[config.mk]
export PLATFORM = sky130hd
export DESIGN_NAME = pipe_chain_flat
export DESIGN_NICKNAME = d
export VERILOG_FILES = /design/src/rtl/pipe_pkg.sv /design/src/rtl/pipe_chain_if.sv /design/src/rtl/pipe_stage.sv /design/src/rtl/pipe_chain.sv /design/src/flat_wrapper.sv
export SDC_FILE = /design/constraint.sdc
export NUM_CORES = 1
export LEC_CHECK = 0
export ABC_AREA = 1
export CAP_MARGIN = 40
export CORE_ASPECT_RATIO = 0.7
export CORE_MARGIN = 3
export CORE_UTILIZATION = 49
export DETAILED_ROUTE_END_ITERATION = 16
export GPL_ROUTABILITY_DRIVEN = 0
export GPL_TIMING_DRIVEN = 0
export HOLD_SLACK_MARGIN = 0.1
export PLACE_DENSITY = 0.79
export SKIP_LAST_GASP = 1
export SYNTH_ARGS = -nofsm -noshare
export SYNTH_HDL_FRONTEND = slang
export SYNTH_SLANG_ARGS = --single-unit
[constraint.sdc]
create_clock -name clk -period 1.85 [get_ports clk]
set_input_delay 0.4625 -clock clk [delete_from_list [all_inputs] [get_ports clk]]
set_output_delay 0.4625 -clock clk [all_outputs]
set_load 0.02 [all_outputs]
[src/rtl/pipe_pkg.sv]
// pipe_chain shared package
// Occupancy width helper and identity mask defaults
package pipe_pkg;

  localparam logic [63:0] MASK_ONES  = '1;
  localparam logic [63:0] MASK_ZEROS = '0;

  function automatic int occ_width(input int depth);
    return $clog2(depth + 1);
  endfunction

endpackage

[src/rtl/pipe_chain_if.sv]
// pipe_chain handshake bundle
// Upstream valid/ready/data and downstream valid/ready/data
interface pipe_chain_if #(
  parameter int WIDTH = 8
);

  logic             in_valid;
  logic             in_ready;
  logic [WIDTH-1:0] in_data;
  logic             out_valid;
  logic             out_ready;
  logic [WIDTH-1:0] out_data;

  modport master (
    output in_valid,
    output in_data,
    output out_ready,
    input  in_ready,
    input  out_valid,
    input  out_data
  );

  modport slave (
    input  in_valid,
    input  in_data,
    input  out_ready,
    output in_ready,
    output out_valid,
    output out_data
  );

endinterface

[src/rtl/pipe_stage.sv]
// One pipeline slot: valid bit plus data word
// clr drops the word, load takes the upstream slot
module pipe_stage #(
  parameter int WIDTH = 8
) (
  input  logic             clk,
  input  logic             reset,
  input  logic             i_load,
  input  logic             i_clr,
  input  logic             i_valid,
  input  logic [WIDTH-1:0] i_data,
  output logic             o_valid,
  output logic [WIDTH-1:0] o_data
);

  logic             r_valid;
  logic [WIDTH-1:0] r_data;

  // slot register: reset clears all, clr only the valid bit
  always_ff @(posedge clk) begin
    if (reset) begin
      r_valid <= 1'b0;
      r_data  <= '0;
    end else if (i_clr) begin
      r_valid <= 1'b0;
    end else if (i_load) begin
      r_valid <= i_valid;
      r_data  <= i_data;
    end
  end

  assign o_valid = r_valid;
  assign o_data  = r_data;

endmodule

[src/rtl/pipe_chain.sv]
// Back-pressured register pipeline with stage-0 mask
// Ready chain, warm-up gate, flush and occupancy count
module pipe_chain
  import pipe_pkg::*;
#(
  parameter int               WIDTH    = 8,
  parameter int               DEPTH    = 3,
  parameter logic [WIDTH-1:0] AND_MASK = MASK_ONES[WIDTH-1:0],
  parameter logic [WIDTH-1:0] OR_MASK  = MASK_ZEROS[WIDTH-1:0]
) (
  input  logic                         clk,
  input  logic                         reset,
  input  logic                         flush,
  pipe_chain_if.slave                  bus,
  output logic [occ_width(DEPTH)-1:0]  occupancy,
  output logic                         busy
);

  localparam int OW = occ_width(DEPTH);

  logic             r_en;
  logic [OW-1:0]    r_occ;
  logic [DEPTH-1:0] w_valid;
  logic [DEPTH-1:0] w_rdy;
  logic [DEPTH-1:0] w_vin;
  logic [WIDTH-1:0] w_data [DEPTH];
  logic [WIDTH-1:0] w_din  [DEPTH];
  logic             w_in_acc;
  logic             w_out_acc;

  // ready ripples back from the output; empty slots always accept
  always_comb begin
    w_rdy = '0;
    w_rdy[DEPTH-1] = ~w_valid[DEPTH-1] | bus.out_ready;
    for (int i = DEPTH - 2; i >= 0; i--) begin
      w_rdy[i] = ~w_valid[i] | w_rdy[i+1];
    end
  end

  assign bus.in_ready  = w_rdy[0] & r_en & ~flush;
  assign w_in_acc      = bus.in_valid & bus.in_ready;
  assign bus.out_valid = w_valid[DEPTH-1];
  assign bus.out_data  = w_data[DEPTH-1];
  assign w_out_acc     = bus.out_valid & bus.out_ready;

  // slot inputs: masked word into slot 0, shift from the previous slot
  always_comb begin
    w_vin    = '0;
    w_vin[0] = w_in_acc;
    w_din[0] = (bus.in_data & AND_MASK) | OR_MASK;
    for (int i = 1; i < DEPTH; i++) begin
      w_vin[i] = w_valid[i-1];
      w_din[i] = w_data[i-1];
    end
  end

  for (genvar g = 0; g < DEPTH; g++) begin : g_stage
    pipe_stage #(
      .WIDTH(WIDTH)
    ) u_stage (
      .clk     (clk),
      .reset   (reset),
      .i_load  (w_rdy[g]),
      .i_clr   (flush),
      .i_valid (w_vin[g]),
      .i_data  (w_din[g]),
      .o_valid (w_valid[g]),
      .o_data  (w_data[g])
    );
  end

  // warm-up: block input for the first cycle after reset
  always_ff @(posedge clk) begin
    if (reset) r_en <= 1'b0;
    else       r_en <= 1'b1;
  end

  // occupancy tracks accepted minus delivered words
  always_ff @(posedge clk) begin
    if (reset || flush) begin
      r_occ <= '0;
    end else if (w_in_acc && !w_out_acc) begin
      r_occ <= r_occ + OW'(1);
    end else if (!w_in_acc && w_out_acc) begin
      r_occ <= r_occ - OW'(1);
    end
  end

  assign occupancy = r_occ;
  assign busy      = (r_occ != '0);

endmodule

[src/flat_wrapper.sv]
// flat-port wrapper written by rule: the top's interface ports become plain ports
module pipe_chain_flat import pipe_pkg::*;
#(
  parameter int               WIDTH    = 8,
  parameter int               DEPTH    = 3,
  parameter logic [WIDTH-1:0] AND_MASK = MASK_ONES[WIDTH-1:0],
  parameter logic [WIDTH-1:0] OR_MASK  = MASK_ZEROS[WIDTH-1:0]
)
  (clk, reset, flush, occupancy, busy, bus_in_valid, bus_in_data, bus_out_ready, bus_in_ready, bus_out_valid, bus_out_data);
  pipe_chain_if #(.WIDTH(WIDTH)) bus_i ();
  input  logic clk;
  input  logic reset;
  input  logic flush;
  output logic [occ_width(DEPTH)-1:0] occupancy;
  output logic busy;
  input wire logic [$bits(bus_i.in_valid)-1:0] bus_in_valid;
  input wire logic [$bits(bus_i.in_data)-1:0] bus_in_data;
  input wire logic [$bits(bus_i.out_ready)-1:0] bus_out_ready;
  output wire logic [$bits(bus_i.in_ready)-1:0] bus_in_ready;
  output wire logic [$bits(bus_i.out_valid)-1:0] bus_out_valid;
  output wire logic [$bits(bus_i.out_data)-1:0] bus_out_data;
  assign bus_i.in_valid = bus_in_valid;
  assign bus_i.in_data = bus_in_data;
  assign bus_i.out_ready = bus_out_ready;
  assign bus_in_ready = bus_i.in_ready;
  assign bus_out_valid = bus_i.out_valid;
  assign bus_out_data = bus_i.out_data;
  pipe_chain #(.WIDTH(WIDTH), .DEPTH(DEPTH), .AND_MASK(AND_MASK), .OR_MASK(OR_MASK)) u_core (.clk(clk), .reset(reset), .flush(flush), .bus(bus_i), .occupancy(occupancy), .busy(busy));
endmodule
# Word level (Yosys, flattened, before mapping)
# Index checks and enable logic that the tools add are counted.
# Widths: inputs -> output; s select.
dict set report totals {
  out_inout_bits 13
  register_bits 30
  ram_bits 0
  mem_count 0
  latch_bits 0
  mem_bits_ro 0
}
dict set report op_classes {
  reduce_logical 11
  div_mod_pow 0
  mul 0
  n_shift 0
  n_mux 3
  bitwise_logic 11
  order_cmp 0
  add_sub_neg 2
  n_eq_ne 0
}
# cell count
set ops {}
lappend ops {{$reduce_and 2->1} 3}
lappend ops {{$and 1x1->1} 4}
lappend ops {{$mux 2} 2}
lappend ops {{$not 1->1} 4}
lappend ops {{$reduce_bool 2->1} 2}
lappend ops {{$or 1x1->1} 3}
lappend ops {{$add 2x1->2 const B} 1}
lappend ops {{$logic_and 1x1->1} 2}
lappend ops {{$logic_not 1->1} 2}
lappend ops {{$reduce_or 2->1} 1}
lappend ops {{$sub 2x1->2 const B} 1}
lappend ops {{$logic_or 1x1->1} 1}
lappend ops {{$mux 1} 1}

# Longest topological paths before layout
dict set report logic_depth {
  word_depth 11
  mapped_depth 12
  ltp_nobuf 11
}

# Modules after synthesis
# A second synthesis with hierarchy kept.
dict set report hier_totals {
  cells_unflattened 206
  area_unflattened_um2 1362.6
}
# module area_per_inst_um2 cells_each seq_area_each_um2 n_inst
set modules_own_cells {}
lappend modules_own_cells {pipe_stage 390.4 58 180.2 3}
lappend modules_own_cells {pipe_chain 191.4 32 60.1 1}

# Worst setup path before layout
# No wires, ideal clock.
dict set report synth_path {
  path_type {flip-flop to flip-flop}
  from {register u_core.g_stage[2].u_stage.r_valid}
  to {register u_core.r_occ[1] (netlist: u_core.occupancy[1])}
  t_arrival_ns 1.537
  stages_incl_launch_ff 10
  n_path_buf 1
  slack_ns 0.200
  cell_sequence {dfxtp_1 nand4_4 buf_6 nand2_1 nor3_2 ha_1 inv_1 nand3_1 nor2_1 nor2_1}
}
dict set report synth_via {
  elab_chain_len 10
}
# element line_no
set synth_lines {}
lappend synth_lines {{start, declared} pipe_stage.sv:16} ;# logic r_valid;
lappend synth_lines {{start signal, assigned} pipe_stage.sv:27} ;# r_valid <= i_valid;
lappend synth_lines {{$not 1->1 (*)} pipe_chain.sv:34} ;# w_rdy[DEPTH-1] = ~w_valid[DEPTH-1] | bus.out_ready;
lappend synth_lines {{$or 1x1->1 (*)} pipe_chain.sv:34}
lappend synth_lines {{$or 1x1->1 (*) (2 in series)} pipe_chain.sv:36} ;# w_rdy[i] = ~w_valid[i] | w_rdy[i+1];
lappend synth_lines {{$and 1x1->1 (*) (2 in series)} pipe_chain.sv:40} ;# assign bus.in_ready = w_rdy[0] & r_en & ~flush;
lappend synth_lines {{$and 1x1->1 (*)} pipe_chain.sv:41} ;# assign w_in_acc = bus.in_valid & bus.in_ready;
lappend synth_lines {{via u_core.g_stage[0].u_stage.i_valid} pipe_stage.sv:10} ;# input logic i_valid,
lappend synth_lines {{$logic_not 1->1} pipe_chain.sv:84} ;# end else if (!w_in_acc && w_out_acc) begin
lappend synth_lines {{$logic_and 1x1->1} pipe_chain.sv:84}
lappend synth_lines {{$reduce_bool 2->1 (no line)} --}
lappend synth_lines {{end signal, assigned} pipe_chain.sv:83} ;# r_occ <= r_occ + OW'(1);
lappend synth_lines {{end signal, assigned} pipe_chain.sv:85} ;# r_occ <= r_occ - OW'(1);
lappend synth_lines {{end, declared} pipe_chain.sv:22} ;# logic [OW-1:0] r_occ;
# Mark *: on every way through the listed nets, which the timed path passes. The rest lies on a longest branch.
# A chain may end at the register's enable or synchronous reset.

# Worst setup path in the final report
dict set report layout_path {
  from {input flush}
  to {output bus_in_ready}
}
dict set report layout_via {
  elab_chain_len 2
}
# element line_no
set layout_lines {}
lappend layout_lines {{start, declared} flat_wrapper.sv:13} ;# input logic flush;
lappend layout_lines {{$not 1->1} pipe_chain.sv:40}
lappend layout_lines {{$and 1x1->1} pipe_chain.sv:40}
lappend layout_lines {{end, declared} flat_wrapper.sv:19} ;# output wire logic [$bits(bus_i.in_ready)-1:0] bus_in_ready;
# No other way between the ends.

==> impl_metrics.ini <==
[run_status]
status = completed

[setup_path]
path_cells = clkdlybuf4s50_1 -> inv_4 -> nand2_1 -> nor2_1 -> buf_4
r2r-start = u_core.g_stage[1].u_stage.o_valid$_SDFFE_PP0P_
crit_path_end_kind = output port
path_delay_family = buffers and inverters
cp.arrival_ns = 1.37
cp.required_ns = 1.39
path_buf_inv = 3
crit_slowest_cell = clkdlybuf4s50_1
r2r_cells = 10
r2r_setup_slack_ns = 0.26
critPathMaxFanout = 3
start_kind = primary input
crit_type = in2out
max_stage_delay_ns = 0.49
worstReg2RegEnd = u_core.occupancy[1]$_SDFFE_PP0P_

[global_routing]
antenna_found_initial = 0
grt_usage_pct = 17.74
first_global_vias = 1017
grt_max_degree = 18
gr-total-overflow = 0
grt_pass1_wl_um = 4443

[die]
ios = 26
die_x_um = 66.67
die_y_um = 48.47
num_rows = 14
coreArea_um2 = 2295
die_area_um2 = 3231
start_util_pct = 55.02

[power_and_ir_drop]
leakagePower_nw = 0.7806
combPwrFrac_pct = 12.0
peakVddDrop_uv = 722.5
p_switching_mw = 0.3307
swShare_pct = 21.57
total_power_mw = 1.533
seqPwrFrac_pct = 45.9
clock_power_share_pct = 42.1
powerDensity_nw_per_um2 = 916.9
internal-power_mw = 1.202

[clock_tree]
cts-hold-fix-buffers = 0
clk_latency_ns = 0.27
clkSlewWorstSetupHoldPaths_ns = 0.06
cts_tree = done
clock_sinks = 30
max-clock-path-buffers = 2
ctsHtreeMaxLevel = 2
cts_root_buf = clkbuf_8
cts_made_buffers = 5

[min_path]
hp-class = reg2reg
hp-start = u_core.g_stage[2].u_stage.o_data[5]$_SDFFE_PP0P_
holdPathStages = 2
hold_end = u_core.g_stage[2].u_stage.o_data[5]$_SDFFE_PP0P_

[finish]
nets = 211
design_area_um2 = 1672
fin_cells = 229
syn_to_final_growth_pct = 32.41
drive_gt1_share_pct = 11.68
finish.utilization_pct = 72.85
diodes = 0

[timing]
slew_violations = 0
fin_ws_ns = 0.01541
tightest_slew_ns = 0.4223
setup_violations = 0
finalCritPeriodShare_pct = 99.17
rsz0062_at_grt = yes
final-hold-violation-count = 0
maxSlewHeadroom_pct = 71.85
finClkSkew_ns = 0.007083
holdWs_ns = 0.4824
max_freq_mhz = 545.1
tns_ns = 0
fin_crit_ns = 1.835

[drt]
wirelength_um = 2548
drc_errors = 0
first_pass_iters = 4
via_count = 1121
viasPerCell = 4.895
wl_per_cell_um = 11.13
drt_iter0_drc = 42
ant_nets = 0

[placed_design]
dp_hpwl_um = 1817
placed_area_um2 = 1553
port_buffers = 25
placedCellCount = 221
place_ws_ns = -0.8695

[logic_synthesis]
ys_warn_count = 0
synth_area_leaders = dfxtp_1 (48%), nor2_1 (13%), nand3b_1 (9.5%), nand2_1 (7.1%), a21oi_1 (4.0%)
yosysTopAreaCell = dfxtp_1
syn_inst = 164
yosys_register_bits = 30
synth_cell_type_count = 20
synth_area_um2 = 1262
synth-seq-area-share_pct = 47.57
syn_area_per_cell_um2 = 7.698
synth_top_cell_area_share_pct = 47.57
postSynthNetCount = 178

[job]
cap_violations = 0
power by group through the flow:
stage	registers (mW)	clock network (mW)	logic, mW
final	0.703	0.645	0.184
after global routing	0.706	0.702	0.206
after CTS	0.703	0.657	0.185
after detailed placement	0.716	0	0.184
after global placement	0.714	0	0.179
after floorplan	0.727	0	0.0958
synthesized netlist by cell type (all sizes together):
master  instances
nor2           47
ha              1
nand2          26
nand3           1
buf             3
inv            15
nor3            1
dfxtp          30
o21ai          10
a21oi          10
nand4           1
nand3b         16
clkbuf          2
o31ai           1
worst reg2reg max path: stages, from the launching register on:
cell and delay [ns]:
dfxtp_1 0.44, nand4_4 0.13, buf_6 0.16, nand2_1 0.09, nor3_2 0.05, ha_1 0.26
inv_1 0.09, nand3_1 0.10, nand2_1 0.07, nand2_1 0.04, nor2_1 0.08
routing by layer:
layer | vias to the layer above | GRT usage [%] | part of all wire [%]
met2 | 34 | 27.80 | 47
met3 | 2 | 6.250 | 6.1
li1 | 582 | - | -
met5 | - | 0 | 0
met1 | 503 | 22.48 | 47
met4 | 0 | 6.081 | 0.39
layout make-up:
cell class,count,area [µm²]
buffer,4,23.77
clock inverter,1,30.03
tap,32,40.04
clock buffer,6,82.58
inverter,15,58.81
multi-input combinational,114,576.8
timing repair buffer,27,259.0
sequential,30,600.6
fill,182,623.1
registers in the layout (all words and copies together) (netlist names):
signal,cells
u_core.g_stage.u_stage.o_data,24
u_core.occupancy,2
u_core.r_en,1
u_core.g_stage.u_stage.o_valid,3
cell families (layout without fill, tap and decap cells):
kind of cell,count (synthesis),after routing,share of synthesized area [%]
fa+ha+maj,1,1,0.9909
flops,30,30,47.57
buf+inv,20,53,6.739
simple gates,92,92,35.28
compound gates,21,21,9.416
timing repair:
item | 4_1_cts | 5_1_grt
endpoints found under the setup margin | 4 | 2
setup buffers | 2 | 0
resized for setup | 9 | 3
placed cells by master, fill, tap and decap left out, types with 3 or more instances in the layout:
master / synthesis / routed
a21oi_1: 10 / 10
nor2_1: 45 / 45
dfxtp_1: 30 / 30
inv_1: 12 / 12
clkdlybuf4s50_1: 0 / 21
o21ai_0: 9 / 9
nand3b_1: 16 / 16
clkbuf_8: 0 / 6
buf_4: 0 / 3
nand2_1: 24 / 24
worst max path at each step:
stage                                                              start                               end  cells past startpoint
final                                                              flush                      bus_in_ready                      5
after global routing                                               flush                      bus_in_ready                      5
after CTS                 u_core.g_stage[2].u_stage.o_valid$_SDFFE_PP0P_                     bus_out_valid                      1
after detailed placement                                   bus_out_ready                      bus_in_ready                      7
after global placement                                     bus_out_ready                      bus_in_ready                      7
after floorplan           u_core.g_stage[2].u_stage.o_valid$_SDFFE_PP0P_  u_core.occupancy[1]$_SDFFE_PP0P_                      9
No activity file was read; power rests on OpenSTA's default activity.
